**config.mk**
```make
export PLATFORM = sky130hd
export DESIGN_NAME = fir_tdm_sequencer
export DESIGN_NICKNAME = d
export VERILOG_FILES = /design/src/rtl/fir_tdm_sequencer.sv
export SDC_FILE = /design/constraint.sdc
export NUM_CORES = 1
export LEC_CHECK = 0
export CORE_UTILIZATION = 45
export DETAILED_ROUTE_END_ITERATION = 8
export PLACE_DENSITY_LB_ADDON = 0.12
export SYNTH_ARGS = -nofsm -noshare
export SYNTH_HDL_FRONTEND = slang
export SYNTH_SLANG_ARGS = --single-unit
```
**constraint.sdc**
```tcl
create_clock -name aclk -period 9.7 [get_ports aclk]
set_clock_uncertainty 0.05 [all_clocks]
set_input_delay 0.97 -clock aclk [delete_from_list [all_inputs] [get_ports aclk]]
set_output_delay 0.97 -clock aclk [all_outputs]
set_load 0.02 [all_outputs]
```
**src/rtl/fir_tdm_sequencer.sv**
```systemverilog
// Time-division sequencer: feeds NCH channel samples into a shared interleaved FIR core in strict channel
// order and returns the core's results tagged and scaled. Define FIR_SAT_EN to saturate out-of-range results.
module fir_tdm_sequencer #(
    parameter int unsigned NCH   = 4,
    parameter int unsigned DW    = 16,
    parameter int unsigned ODW   = 40,
    parameter int unsigned SHIFT = 15
) (
    input  logic                   aclk,
    input  logic                   areset,
    input  logic [NCH-1:0]         ch_valid,
    input  logic [NCH*DW-1:0]      ch_data,
    output logic [NCH-1:0]         ch_ready,
    output logic                   f_s_tvalid,
    input  logic                   f_s_tready,
    output logic [DW-1:0]          f_s_tdata,
    input  logic                   f_m_tvalid,
    input  logic [ODW-1:0]         f_m_tdata,
    output logic                   out_valid,
    output logic [$clog2(NCH)-1:0] out_ch,
    output logic [DW-1:0]          out_data,
    output logic                   frame_done,
    output logic                   seq_err
);
    localparam int unsigned CHW = $clog2(NCH);
    localparam int unsigned IFW = $clog2(NCH * 8) + 1;
    localparam int unsigned TBW = ODW - SHIFT - DW + 1;
    localparam logic [CHW-1:0] LAST_CH = CHW'(NCH - 1);
    localparam logic [IFW-1:0] IF_MAX  = '1;

    typedef enum logic {ST_SEL = 1'b0, ST_XFER = 1'b1} state_e;

    state_e                 state_q, state_d;
    logic [CHW-1:0]         ip_q, ip_d;
    logic [NCH-1:0]         full_q, full_d;
    logic [NCH-1:0][DW-1:0] hold_q;
    logic [NCH-1:0]         load;
    logic [DW-1:0]          s_data_q, s_data_d;
    logic [IFW-1:0]         infl_q, infl_d;
    logic [CHW-1:0]         rp_q;
    logic                   out_valid_q, frame_done_q, seq_err_q;
    logic [CHW-1:0]         out_ch_q;
    logic [DW-1:0]          out_data_q;
    logic [DW-1:0]          scaled;
    logic                   issue, advance, s_hs;

    assign load       = ch_valid & ~full_q;
    assign ch_ready   = ~full_q;
    assign f_s_tvalid = (state_q == ST_XFER);
    assign f_s_tdata  = s_data_q;
    assign s_hs       = f_s_tvalid & f_s_tready;
    assign out_valid  = out_valid_q;
    assign out_ch     = out_ch_q;
    assign out_data   = out_data_q;
    assign frame_done = frame_done_q;
    assign seq_err    = seq_err_q;

    always_ff @(posedge aclk or posedge areset) begin
        if (areset) state_q <= ST_SEL;
        else        state_q <= state_d;
    end

    always_comb begin : next_state
        state_d = state_q;
        unique case (state_q)
            ST_SEL:  if (full_q[ip_q]) state_d = ST_XFER;
            ST_XFER: if (f_s_tready)   state_d = ST_SEL;
            default: state_d = ST_SEL;
        endcase
    end

    always_comb begin : fsm_out
        issue   = 1'b0;
        advance = 1'b0;
        unique case (state_q)
            ST_SEL:  issue   = full_q[ip_q];
            ST_XFER: advance = f_s_tready;
            default: ;
        endcase
    end

    // Issue datapath: drain the pointed-to holding reg, then step the pointer once the core accepts
    always_comb begin
        full_d   = full_q | load;
        s_data_d = s_data_q;
        ip_d     = ip_q;
        if (issue) begin
            full_d[ip_q] = 1'b0;
            s_data_d     = hold_q[ip_q];
        end
        if (advance) ip_d = (ip_q == LAST_CH) ? '0 : ip_q + CHW'(1);
    end

    always_ff @(posedge aclk or posedge areset) begin
        if (areset) begin
            full_q   <= '0;
            hold_q   <= '0;
            s_data_q <= '0;
            ip_q     <= '0;
        end else begin
            full_q   <= full_d;
            s_data_q <= s_data_d;
            ip_q     <= ip_d;
            for (int k = 0; k < NCH; k++)
                if (load[k]) hold_q[k] <= ch_data[k*DW +: DW];
        end
    end

    // Samples inside the core; simultaneous issue and return cancel out
    always_comb begin
        infl_d = infl_q;
        if (s_hs && !f_m_tvalid && infl_q != IF_MAX)
            infl_d = infl_q + IFW'(1);
        else if (!s_hs && f_m_tvalid && infl_q != '0)
            infl_d = infl_q - IFW'(1);
    end

`ifdef FIR_SAT_EN
    logic [TBW-1:0] top_bits;
    logic           unused_bits;
    assign top_bits    = f_m_tdata[ODW-1:SHIFT+DW-1];
    assign unused_bits = ^f_m_tdata[SHIFT-1:0];

    always_comb begin
        scaled = f_m_tdata[SHIFT +: DW];
        if (!(&top_bits) && (|top_bits))
            scaled = f_m_tdata[ODW-1] ? {1'b1, {(DW-1){1'b0}}} : {1'b0, {(DW-1){1'b1}}};
    end
`else
    logic unused_bits;
    assign unused_bits = ^{f_m_tdata[ODW-1:SHIFT+DW], f_m_tdata[SHIFT-1:0], TBW'(0)};
    assign scaled      = f_m_tdata[SHIFT +: DW];
`endif

    always_ff @(posedge aclk or posedge areset) begin
        if (areset) begin
            infl_q       <= '0;
            rp_q         <= '0;
            out_valid_q  <= 1'b0;
            frame_done_q <= 1'b0;
            out_ch_q     <= '0;
            out_data_q   <= '0;
            seq_err_q    <= 1'b0;
        end else begin
            infl_q       <= infl_d;
            out_valid_q  <= f_m_tvalid;
            frame_done_q <= f_m_tvalid && (rp_q == LAST_CH);
            if (f_m_tvalid) begin
                out_ch_q   <= rp_q;
                out_data_q <= scaled;
                rp_q       <= (rp_q == LAST_CH) ? '0 : rp_q + CHW'(1);
                if (infl_q == '0) seq_err_q <= 1'b1;
            end
        end
    end

endmodule

```
======== Word level (Yosys, flattened, before mapping) ========
Index checks and enable logic that the tools add are counted.
cells by class
  bitwise gates (word level) .............. 7
  $lt $le $gt $ge ......................... 2
  add/subtract/negate cells ............... 4
  equal/unequal tests ..................... 3
  reductions and logical operators ........ 12
  multiplexer cells ....................... 16
operator list
  cell                                                                                 number
  16-bit binary-select mux with 2-bit select                                           1
  16-bit two-way mux                                                                   1
  6-bit two-way mux                                                                    2
  4-bit AND                                                                            2
  4-bit inverter                                                                       2
  6-bit by 1-bit adder with 6-bit output, second input constant                        1
  1-bit logical AND                                                                    6
  6-bit logical NOT                                                                    1
  1-bit two-way mux                                                                    6
  6-bit != test, second input constant                                                 1
  6-bit nonzero test                                                                   1
  6-bit by 1-bit subtractor with 6-bit output, second input constant                   1
  2-bit by 1-bit adder with 2-bit output, second input constant                        2
  2-bit == test, second input constant                                                 2
  2-bit two-way mux                                                                    2
  4-bit two-way mux                                                                    1
  4-bit bitwise OR                                                                     1
  2-bit by 3-bit less-than comparator with 1-bit output, second input constant         1
  1-bit binary-select mux with 2-bit select                                            1
  1-bit demux with 2-bit select                                                        1
  2-bit by 1-bit greater-or-equal comparator with 1-bit output, second input constant  1
  1-bit logical NOT                                                                    2
  1-bit one-hot mux with 2 select lines                                                1
  2-bit AND reduction                                                                  1
  other kinds (3)                                                                      3
word-level totals
  register bits ........................... 116
  logic and storage cells ................. 59
  output and inout bits ................... 42
  bits of input ports ..................... 112

======== Logic depth before layout (Yosys ltp) ========
Gate-level depths: netlist of run 1.
  depth in word-level cells ............... 7
  mapped depth ............................ 7
  depth with buffers taken out ............ 7

======== Least setup slack after synthesis of run 1 ========
Ideal clock, no wire load.
  path type ............................... input to register
  start ................................... in f_m_tvalid
  end ..................................... reg infl_q[4]
  required time ........................... 9,525 ps
  buffers on the path ..................... 1
  slack ................................... 6,944 ps
  data arrival time ....................... 2,581 ps
  library setup time ...................... 125 ps
  stages .................................. 7
  path through ............................ clkbuf_1 > a311o_2 > fa_1 > a21o_1 > a21oi_1 > xnor2_1 > mux2_2
between the ends
  cells in the longest elaborated chain, start to end .. 4
  elaborated cells between the ends (all ways) .. 7
  classes of those cells .................. 1 x mux; 6 x reduce/logical
RTL lines
  item                                                            line  RTL
  start: declaration                                              17    input logic f_m_tvalid,
  1-bit logical NOT                                               112   if (s_hs && !f_m_tvalid && infl_q != IF_MAX)
  1-bit logical AND (2 in series)                                 112
  6-bit two-way mux / 2-bit nonzero test (equally long branches)  -
  end signal: assignment                                          145   infl_q <= infl_d;
  end: declaration                                                39    logic [IFW-1:0] infl_q, infl_d;
Parallel ways exist; a longest one is shown, timed or not.
A chain may end at the register's enable or synchronous reset.

======== Final worst setup path of run 1 ========
  start ................................... in f_s_tready
  end ..................................... reg infl_q[4]
between the ends
  cells in the longest elaborated chain, start to end .. 5
  elaborated cells between the ends (all ways) .. 8
  classes of those cells .................. 1 x mux; 1 x bitwise; 6 x reduce/logical
RTL lines
  item                             line  RTL
  start: declaration               15    input logic f_s_tready,
  1-bit AND *                      51    assign s_hs = f_s_tvalid & f_s_tready;
  1-bit logical NOT                114   else if (!s_hs && f_m_tvalid && infl_q != '0)
  1-bit logical AND (2 in series)  114
  2-bit nonzero test (no line)     -
Every way passes the cells marked *; elsewhere a longest branch is shown, timed or not.

==> qor.csv, run 1 <==
stage;metric;value;unit
status;status;finished clean;
clock_network;Max Root-Sink Buffers;2;
critical_path;worst setup path class;in -> reg;
critical_path;Crit path largest cell delay;0.50;ns
clock_network;Root Buffer;clkbuf_8;
sta;TNS Setup;0;ns
critical_path;crit-path cells;clkdlybuf4s50_1 -> nand2_1 -> a311o_2 -> fa_1 -> a21o_1 -> a21oi_1 -> xnor2_1 -> mux2_2;
sta;RSZ-0062 raised after global routing;no;
yosys;#FFs+latches synth;116;
floorplanning;row count;38;
min_path;hold path start;seq_err$_DFFE_PP0P_;
detailed_routing;drt wl/cell;17.3;um
power;maximum vdd drop;177;uV
sta;Max transition margin;0.297;
floorplanning;die outline height;108;um
min_path;worst hold path depth;2;
min_path;Hold Path End;seq_err$_DFFE_PP0P_;
placed_design;GP Congestion;0.729;
yosys;Cell variety after synth;33;
finish;Nets;577;
power;LEAKAGE;2.96;nW
yosys;Yosys warning total;0;
power;Sequential Power Share;0.363;
finish;synth-to-layout area growth;41.0;%
yosys;Post-synth EDFFs;0;
clock_network;clock latency on the worst-skew pair;0.50;ns
sta;Peak Freq;0.342;GHz
sta;Worst-Margin Slew;1.05;ns
floorplanning;io pins;154;
critical_path;CP max FO;8;
detailed_routing;drt via density;5.16;
detailed_routing;Detail Route Antenna Nets;0;
detailed_routing;DR DRC count;0;
clock_network;CTS Buf Count;17;
yosys;Net Count, Synth;442;
power;Pint;1.65;mW
critical_path;critical path arrival;3.26;ns
grt;gr ovfl total;0;
grt;vias in the first global route;3464;
finish;share of cells above drive strength 1;0.353;
yosys;sequential area share after synthesis;0.579;
power;Clock power frac;0.280;
detailed_routing;Vias;3138;
floorplanning;CORE AREA;10800;um2
yosys;Synth Flop Type;dfrtp_1;
yosys;post-synthesis cell count;320;
yosys;Syn Area/Cell;15.7;um2
detailed_routing;drt initial violations;62;
floorplanning;Die Width;108;um
sta;Max Slew Vio Count;0;
critical_path;startpoint types;input pin;
detailed_routing;Routed WL;10.5;mm
critical_path;Reg2Reg Capture Point;f_s_tdata[7]$_DFFE_PP0P_;
finish;most frequent cells in the layout;129 x clkdlybuf4s50_1, 116 x dfrtp_1, 105 x mux2_2, 17 x mux4_2, 16 x clkbuf_16;
clock_network;TritonCTS clock tree;done;
finish;commonest non-fill, non-tap cell in the layout;clkdlybuf4s50_1;
floorplanning;initial core utilization;0.462;
clock_network;cts hold-fix bufs;0;
power;switch share;0.287;
sta;Setup-failing EPs final;0;
clock_network;postcts setup bufs;0;
yosys;async set-or-reset flop fraction in the synthesized netlist;1.00;
flow_run;max-cap violations;0;
finish;filler instances;825;
critical_path;CP bufs+invs;1;
sta;min Tclk post-route;2.92;ns
sta;Final Hold Violating Endpoints;0;
clock_network;# clock sinks;116;
clock_network;H-tree levels;4;
finish;Multi-input gate area;2010;um2
grt;first-pass GRT wire length;17.2;mm
power;sw power;0.663;mW
placed_design;PortBufs;129;
critical_path;Register-to-Register Path Depth;4;
sta;post-route clock period utilization;0.301;
finish;Reg area;2900;um2
clock_network;post-CTS resize count;0;
power;pwr/cell area;328;nW/um2
power;Logic pwr share;0.357;
floorplanning;total die area;11600;um2
finish;ANT cells;0;
critical_path;CP delay by family, top;compound AO/OA/AOI/OAI gates;
placed_design;Detailed Place HPWL;7.05;mm
clock_network;clock transition at the registers of the reported paths;0.05;ns
critical_path;R2R Setup Slk;7.02;ns
critical_path;CP Data Required Time;10.04;ns
grt;Total Routing Usage GR;0.202;
grt;pin count of the biggest net entering global routing;86;
critical_path;crit path capture type;flip-flop;
power;final total power;2.31;mW
critical_path;r2r startpoint;ip_q[1]$_DFFE_PP0N_;
grt;initial antenna violation count;0;
critical_path;slowest CP cell;clkdlybuf4s50_1;
yosys;Synth Cell Area;5010;um2
min_path;Hold/Removal Path Class;reg -> reg;
detailed_routing;DRT Pass-1 Iters;4;
cells in the mapped netlist, drive strengths merged, types with 2 or more instances:
| cell | instances | area share |
|---|---|---|
| a21o | 5 | 0.0077 |
| a21oi | 6 | 0.0060 |
| buf | 8 | 0.0070 |
| clkbuf | 9 | 0.0067 |
| dfrtp | 116 | 0.58 |
| ha | 9 | 0.022 |
| inv | 11 | 0.0082 |
| mux2 | 105 | 0.24 |
| mux4 | 17 | 0.076 |
| nor2 | 6 | 0.0045 |
| nor2b | 5 | 0.0062 |
| o21ai | 2 | 0.0020 |
| xnor2 | 3 | 0.0052 |
how the worst max path moves through the flow:
stage                           from                        to  slack [ns]  cells after the start
after global routing      f_s_tready     infl_q[4]$_DFFE_PP0P_        6.69                      8
final                     f_s_tready     infl_q[4]$_DFFE_PP0P_        6.78                      8
after detailed placement  f_s_tready     infl_q[4]$_DFFE_PP0P_        6.27                      8
after global placement    f_s_tready     infl_q[4]$_DFFE_PP0P_        6.29                      8
after CTS                 f_s_tready     infl_q[4]$_DFFE_PP0P_        6.82                      8
after floorplan               areset  f_s_tdata[0]$_DFFE_PP0P_        5.61                      1
cell families after synthesis:
| group | count (synthesis) | share of synthesized area |
|---|---|---|
| flip-flops | 116 | 0.579 |
| adder cells (fa/ha/maj) | 10 | 0.0265 |
| AO/OA/AOI/OAI | 20 | 0.0302 |
| AND/OR/NAND/NOR | 20 | 0.0225 |
| multiplexers | 122 | 0.312 |
| buffers and inverters | 28 | 0.0220 |
| XOR/XNOR | 4 | 0.00699 |
power groups by stage:
stage          registers [mW]  logic [mW]  clock network, mW
2_1_floorplan           0.857       0.554                  0
3_3_place_gp            0.838       0.818                  0
3_5_place_dp            0.849       0.836                  0
4_1_cts                 0.844       0.841              0.664
5_1_grt                 0.875       0.895              0.685
6_report                0.840       0.826              0.647
per-layer routing:
metal | vias to the layer above | part of all wire | track usage
met5 | - | 0 | 0
met4 | 0 | 0.013 | 0.0656
met3 | 15 | 0.051 | 0.0666
met2 | 81 | 0.52 | 0.349
met1 | 1602 | 0.41 | 0.237
li1 | 1440 | - | -
state kept, by name, summed over array words and instances (netlist names):
name,cells
infl_q,6
frame_done,1
rp_q,2
out_ch,2
f_s_tdata,16
out_valid,1
hold_q,64
seq_err,1
ip_q,2
out_data,16
full_q,4
f_s_tvalid,1
worst reg2reg max path, stage by stage, from the launching register on:
cell and delay [ns]:
dfrtp_1 0.98, mux4_2 0.36, nor2b_2 0.48, buf_4 0.32, mux2_2 0.37
through the flow:
stage                util  worst slack [ns]  hold WS, ns  instance area [um2]  std cells
floorplan               -              5.61        0.425                 5010        320
detailed placement  0.595              6.27        0.405                 6450        576
global route        0.652              6.69        0.465                 7060        608
CTS                 0.652              6.82        0.422                 7060        608
global placement    0.595              6.29        0.404                 6450        576
finish              0.652              6.78        0.418                 7060        608
layout make-up:
cell class | instances | area share
clock buffers | 21 | 0.0608
clock inverters | 11 | 0.0259
inverters | 11 | 0.00620
multi-input cells | 176 | 0.284
flip-flops and latches | 116 | 0.411
well taps | 140 | 0.0248
repair buffers | 133 | 0.187
Power figures use the tool's default switching activity.
==> run 2: changes to the inputs <==
clock period = 2.86 ns   (was 9.7 ns; I/O delays follow)
==> run 2 against run 1 <==
  * Combinational power rose to 3.6 times the previous value
  * Total power grew to 3.4 times the previous value
  * Utilization rose by 0.91 points
  * Via count is 2.2% higher
  * Critical path depth fell by 1
  * Clock-buffer cell count grew 2
  * Flip-flop and latch count did not move
  * Highest routed layer unchanged
==> qor.csv, run 2 (synthesized netlist as in run 1, its figures left out) <==
stage;metric;value;unit;change
finish;Biggest register;hold_q;;unchanged
critical_path;CP max FO;8;;unchanged
power;Pint;5.62;mW;was 1.65 mW
sta;RSZ-0062 raised after global routing;no;;unchanged
floorplanning;initial core utilization;0.462;;unchanged
critical_path;CP Data Required Time;3.20;ns;was 10.04 ns
placed_design;GP Congestion;0.743;;was 0.729
clock_network;# clock sinks;116;;unchanged
power;switch share;0.292;;was 0.287
sta;min Tclk post-route;2.43;ns;
floorplanning;CORE AREA;10800;um2;unchanged
clock_network;cts hold-fix bufs;0;;unchanged
finish;commonest non-fill, non-tap cell in the layout;clkdlybuf4s50_1;;unchanged
sta;post-route clock period utilization;0.848;;
finish;most frequent cells in the layout;129 x clkdlybuf4s50_1, 116 x dfrtp_1, 105 x mux2_2, 17 x mux4_2, 16 x clkbuf_16;;unchanged
flow_run;max-cap violations;0;;unchanged
power;LEAKAGE;3.01;nW;was 2.96 nW
critical_path;Critical Path Sink;infl_q[4]$_DFFE_PP0P_;;unchanged
clock_network;H-tree levels;4;;unchanged
floorplanning;Die Width;108;um;unchanged
critical_path;Register-to-Register Path Depth;7;;was 4
clock_network;clock transition at the registers of the reported paths;0.06;ns;was 0.05 ns
power;maximum vdd drop;644;uV;was 177 uV
detailed_routing;drt wl/cell;17.8;um;was 17.3 um
placed_design;PortBufs;129;;unchanged
detailed_routing;Routed WL;11.0;mm;was 10.5 mm
placed_design;Detailed Place HPWL;7.46;mm;was 7.05 mm
power;final total power;7.93;mW;was 2.31 mW
critical_path;crit path capture type;flip-flop;;unchanged
finish;synth-to-layout area growth;43.0;%;was 41.0%
finish;filler instances;828;;was 825
clock_network;CTS Buf Count;17;;unchanged
critical_path;Critical Path Start;infl_q[0]$_DFFE_PP0P_;;was f_s_tready
finish;share of cells above drive strength 1;0.367;;was 0.353
floorplanning;io pins;154;;unchanged
critical_path;R2R Setup Slk;0.43;ns;was 7.02 ns
grt;first-pass GRT wire length;17.7;mm;was 17.2 mm
sta;Max transition margin;0.633;;was 0.297
grt;vias in the first global route;3452;;was 3,464
finish;max reg flops;64;;unchanged
power;pwr/cell area;1110;nW/um2;was 328 nW/um2
min_path;Hold/Removal Path Class;in -> async;;was reg -> reg
detailed_routing;drt initial violations;91;;was 62
critical_path;worst setup path class;reg -> reg;;was in -> reg
detailed_routing;Vias;3208;;was 3,138
status;status;finished clean;;unchanged
grt;initial antenna violation count;0;;unchanged
floorplanning;die outline height;108;um;unchanged
detailed_routing;DR DRC count;0;;unchanged
sta;Worst-Margin Slew;0.549;ns;was 1.05 ns
detailed_routing;Detail Route Antenna Nets;0;;unchanged
critical_path;r2r startpoint;infl_q[0]$_DFFE_PP0P_;;was ip_q[1]$_DFFE_PP0N_
finish;Nets;586;;was 577
sta;Final Hold Violating Endpoints;0;;unchanged
critical_path;Reg2Reg Capture Point;infl_q[4]$_DFFE_PP0P_;;was f_s_tdata[7]$_DFFE_PP0P_
power;Clock power frac;0.276;;was 0.280
power;sw power;2.31;mW;was 0.663 mW
clock_network;clock latency on the worst-skew pair;0.50;ns;about the same
clock_network;TritonCTS clock tree;done;;unchanged
floorplanning;total die area;11600;um2;unchanged
grt;pin count of the biggest net entering global routing;41;;was 86
detailed_routing;DRT Pass-1 Iters;4;;unchanged
finish;ANT cells;0;;unchanged
clock_network;Max Root-Sink Buffers;2;;unchanged
grt;Total Routing Usage GR;0.209;;was 0.202
sta;TNS Setup;0;ns;unchanged
critical_path;critical path arrival;2.76;ns;was 3.26 ns
grt;gr ovfl total;0;;unchanged
clock_network;postcts setup bufs;0;;unchanged
floorplanning;row count;38;;unchanged
sta;Peak Freq;0.412;GHz;
detailed_routing;drt via density;5.20;;was 5.16
critical_path;startpoint types;flip-flop;;was input pin
clock_network;Root Buffer;clkbuf_8;;unchanged
power;Logic pwr share;0.370;;was 0.357
sta;Setup-failing EPs final;0;;unchanged
sta;Max Slew Vio Count;0;;unchanged
power;Sequential Power Share;0.354;;was 0.363
clock_network;post-CTS resize count;0;;unchanged
==> run 2: per-layer routing <==
metal / vias up / track usage / share of wire
li1: 1453 / - / -
met1: 1667 / 0.256 / 0.41
met2: 78 / 0.352 / 0.53
met3: 10 / 0.0660 / 0.054
met4: 0 / 0.0665 / 0.011
met5: - / 0 / 0
==> run 2: power groups by stage <==
stage               Sequential, mW  Clock, mW  Combinational, mW
floorplan                     2.91          0               1.88
global placement              2.79          0               2.87
detailed placement            2.82          0               2.95
CTS                           2.81       2.23               2.98
global route                  2.91       2.32               3.17
finish                        2.81       2.19               2.94
==> run 2: area by class of cell <==
class                           count  area, um2  area share
Sequential cell                   116       2900       0.405
Inverter                           11       45.0     0.00629
Timing Repair Buffer              142       1410       0.197
Tap cell                          140        175      0.0245
Multi-Input combinational cell    176       2010       0.281
Clock inverter                      9        150      0.0210
Clock buffer                       23        467      0.0652
==> run 2: critical path: stages (launching register included) <==
cell     delay (ns)
dfrtp_1        0.45
and4_2         0.21
a311o_2        0.47
fa_1           0.42
a21o_1         0.18
a21oi_1        0.19
xnor2_1        0.08
mux2_2         0.25
==> run 2: worst min path at each step <==
stage                                   end  slack, ns                 from  depth (start not counted)
finish               hold_q[19]$_DFFE_PP0P_       0.14               areset                          2
global placement        seq_err$_DFFE_PP0P_       0.40  seq_err$_DFFE_PP0P_                          2
floorplan               out_valid$_DFF_PP0_       0.27           f_m_tvalid                          0
global route         hold_q[35]$_DFFE_PP0P_       0.17               areset                          2
CTS                 out_data[8]$_DFFE_PP0P_       0.14               areset                          2
detailed placement      seq_err$_DFFE_PP0P_       0.41  seq_err$_DFFE_PP0P_                          2
==> run 2: stage by stage <==
stage | cells | hold slack, ns | util | setup WS [ns] | area [um2]
floorplan | 320 | 0.267 | - | 0.558 | 5010
global placement | 585 | 0.401 | 0.604 | 0.301 | 6550
CTS | 617 | 0.141 | 0.661 | 0.440 | 7160
detailed placement | 585 | 0.407 | 0.604 | 0.252 | 6550
global route | 617 | 0.167 | 0.661 | 0.318 | 7160
finish | 617 | 0.138 | 0.661 | 0.434 | 7160
==> run 3: changes to the inputs <==
clock period = 2.5 ns   (was 2.86 ns; I/O delays follow)
==> run 3 against run 2 <==
  * Via count shrank 0.78%
  * Register-to-register slack lost 0.28 ns
  * Clock power increased by 3%
  * Final area down 0.35%
  * Utilization down 0.23 points
  * First-iteration DRC count fell by 30%
  * Flip-flop and latch count unchanged
  * Wire length is 2.1% lower
  * Total power grew 12%
  * Worst setup slack lost 0.28 ns
  * Non-clock buffer count grew 6
  * Clock-buffer cell count fell by 2
  * Critical endpoint unchanged
  * Largest power group unchanged
  * Highest routed layer unchanged
==> qor.csv, run 3 (synthesized netlist as in run 1, its figures left out) <==
stage;metric;value;unit;change
power;pwr/cell area;1240;nW/um2;was 1110 nW/um2
power;LEAKAGE;3.01;nW;about the same
critical_path;critical path arrival;2.70;ns;was 2.76 ns
sta;post-route clock period utilization;0.937;;was 0.848
clock_network;H-tree levels;4;;unchanged
clock_network;TritonCTS clock tree;done;;unchanged
clock_network;cts hold-fix bufs;1;;was 0
clock_network;Root Buffer;clkbuf_8;;unchanged
sta;Final Hold Violating Endpoints;0;;unchanged
critical_path;Crit path largest cell delay;0.45;ns;was 0.47 ns
grt;first-pass GRT wire length;17.8;mm;was 17.7 mm
detailed_routing;drt via density;5.12;;was 5.20
clock_network;postcts setup bufs;0;;unchanged
finish;commonest non-fill, non-tap cell in the layout;clkdlybuf4s50_1;;unchanged
placed_design;Detailed Place HPWL;7.40;mm;was 7.46 mm
detailed_routing;Detail Route Antenna Nets;0;;unchanged
finish;max reg flops;64;;unchanged
detailed_routing;Vias;3183;;was 3,208
critical_path;CP bufs+invs;0;;unchanged
placed_design;DP Area;6570;um2;was 6550 um2
grt;gr ovfl total;0;;unchanged
min_path;hold path start;ch_valid[3];;
finish;Nets;592;;was 586
critical_path;CP Data Required Time;2.86;ns;was 3.20 ns
finish;most frequent cells in the layout;129 x clkdlybuf4s50_1, 116 x dfrtp_1, 105 x mux2_2, 17 x mux4_2, 17 x buf_4;;was 129 x clkdlybuf4s50_1, 116 x dfrtp_1, 105 x mux2_2, 17 x mux4_2, 16 x clkbuf_16
grt;vias in the first global route;3539;;was 3,452
finish;share of cells above drive strength 1;0.373;;was 0.367
critical_path;slowest CP cell;a311o_2;;unchanged
finish;ANT cells;0;;unchanged
clock_network;Max Root-Sink Buffers;2;;unchanged
placed_design;Placement Setup Slack;-0.0104;ns;was 0.252 ns
critical_path;R2R Setup Slk;0.16;ns;was 0.43 ns
sta;Peak Freq;0.427;GHz;was 0.412 GHz
grt;grt met1 use;0.249;;was 0.256
sta;Worst-Margin Slew;0.406;ns;was 0.549 ns
flow_run;max-cap violations;0;;unchanged
critical_path;CP max FO;5;;was 8
sta;Setup-failing EPs final;0;;unchanged
grt;GRT busiest layer;met2;;unchanged
status;status;finished clean;;unchanged
finish;Biggest register;hold_q;;unchanged
clock_network;clock transition at the registers of the reported paths;0.05;ns;was 0.06 ns
critical_path;crit path capture type;flip-flop;;unchanged
min_path;Hold/Removal Path Class;in -> reg;;was in -> async
critical_path;Register-to-Register Path Depth;7;;unchanged
clock_network;# clock sinks;116;;unchanged
sta;Max transition margin;0.729;;was 0.633
sta;Max Slew Vio Count;0;;unchanged
detailed_routing;drt wl/cell;17.3;um;was 17.8 um
sta;RSZ-0062 raised after global routing;no;;unchanged
floorplanning;initial core utilization;0.462;;unchanged
floorplanning;die outline height;108;um;unchanged
critical_path;CP delay by family, top;compound AO/OA/AOI/OAI gates;;unchanged
floorplanning;CORE AREA;10800;um2;unchanged
clock_network;clock latency on the worst-skew pair;0.52;ns;was 0.50 ns
power;maximum vdd drop;697;uV;was 644 uV
grt;Global Route met2 Usage;0.364;;was 0.352
critical_path;startpoint types;flip-flop;;unchanged
placed_design;PortBufs;129;;unchanged
finish;design area;7140;um2;was 7160 um2
critical_path;worst setup path class;reg -> reg;;unchanged
finish;synth-to-layout area growth;42.5;%;was 43.0%
floorplanning;io pins;154;;unchanged
detailed_routing;DRT Pass-1 Iters;4;;unchanged
grt;initial antenna violation count;0;;unchanged
floorplanning;total die area;11600;um2;unchanged
sta;Hold WS;0.277;ns;was 0.138 ns
min_path;Hold Path End;full_q[3]$_DFF_PP0_;;
min_path;worst hold path depth;3;;
sta;min Tclk post-route;2.34;ns;was 2.43 ns
critical_path;r2r startpoint;infl_q[2]$_DFFE_PP0P_;;was infl_q[0]$_DFFE_PP0P_
finish;filler instances;823;;was 828
detailed_routing;Routed WL;10.8;mm;was 11.0 mm
grt;global routing usage on met3;0.0599;;was 0.0660
floorplanning;Die Width;108;um;unchanged
critical_path;Reg2Reg Capture Point;infl_q[4]$_DFFE_PP0P_;;unchanged
finish;Layout Utilization;0.658;;was 0.661
grt;pin count of the biggest net entering global routing;74;;was 41
critical_path;crit-path cells;and4_2 -> a311o_2 -> fa_1 -> a21o_1 -> a21oi_1 -> xnor2_1 -> mux2_2;;unchanged
grt;Total Routing Usage GR;0.212;;was 0.209
detailed_routing;DR DRC count;0;;unchanged
clock_network;post-CTS resize count;0;;unchanged
floorplanning;row count;38;;unchanged
detailed_routing;drt initial violations;64;;was 91
placed_design;GP Congestion;0.826;;was 0.743
sta;setup slack after layout;0.158;ns;was 0.434 ns
clock_network;CTS Buf Count;17;;unchanged
run 3: power by group:
| part | total [mW] | internal, mW | switching [mW] |
|---|---|---|---|
| sequential | 3.18 | 2.73 | 0.456 |
| combinational | 3.43 | 2.06 | 1.37 |
| clock | 2.26 | 1.45 | 0.809 |
run 3: worst max-delay path by stage:
| stage | start | end | slack, ns | depth (start not counted) |
|---|---|---|---|---|
| after CTS | infl_q[1]$_DFFE_PP0P_ | infl_q[4]$_DFFE_PP0P_ | 0.16 | 7 |
| after global placement | f_s_tready | infl_q[4]$_DFFE_PP0P_ | 0.02 | 8 |
| after detailed placement | f_s_tready | infl_q[4]$_DFFE_PP0P_ | -0.01 | 8 |
| after floorplan | f_s_tvalid$_DFF_PP0_ | infl_q[4]$_DFFE_PP0P_ | 0.20 | 7 |
| final | infl_q[2]$_DFFE_PP0P_ | infl_q[4]$_DFFE_PP0P_ | 0.16 | 7 |
| after global routing | infl_q[1]$_DFFE_PP0P_ | infl_q[4]$_DFFE_PP0P_ | 0.04 | 7 |
run 3: cell type report:
class / instances / area [um2] / share of cell area
clock buffers: 21 / 449 / 0.0629
clock inverters: 10 / 108 / 0.0151
inverters: 11 / 45.0 / 0.00631
multi-input cells: 176 / 2010 / 0.282
flip-flops and latches: 116 / 2900 / 0.407
well taps: 140 / 175 / 0.0245
repair buffers: 148 / 1450 / 0.203
run 3: metrics by stage:
stage	total power, mW	setup TNS, ns	instances
final	8.87	0	622
after global routing	9.44	0	622
after CTS	8.99	0	622
after detailed placement	6.66	-0.0104	590
after global placement	6.52	0	590
after floorplan	5.47	0	320
run 3: per-layer routing:
metal,vias to the layer above,part of all wire
met5,-,0
met4,0,0.018
met3,13,0.047
met2,83,0.52
met1,1620,0.41
li1,1467,-
run 3: worst register-to-register path, cell delays in order (launching register included):
cell and delay, ns:
dfrtp_1 0.41, and4_2 0.23, a311o_2 0.45, fa_1 0.41, a21o_1 0.17, a21oi_1 0.17, xnor2_1 0.08, mux2_2 0.26
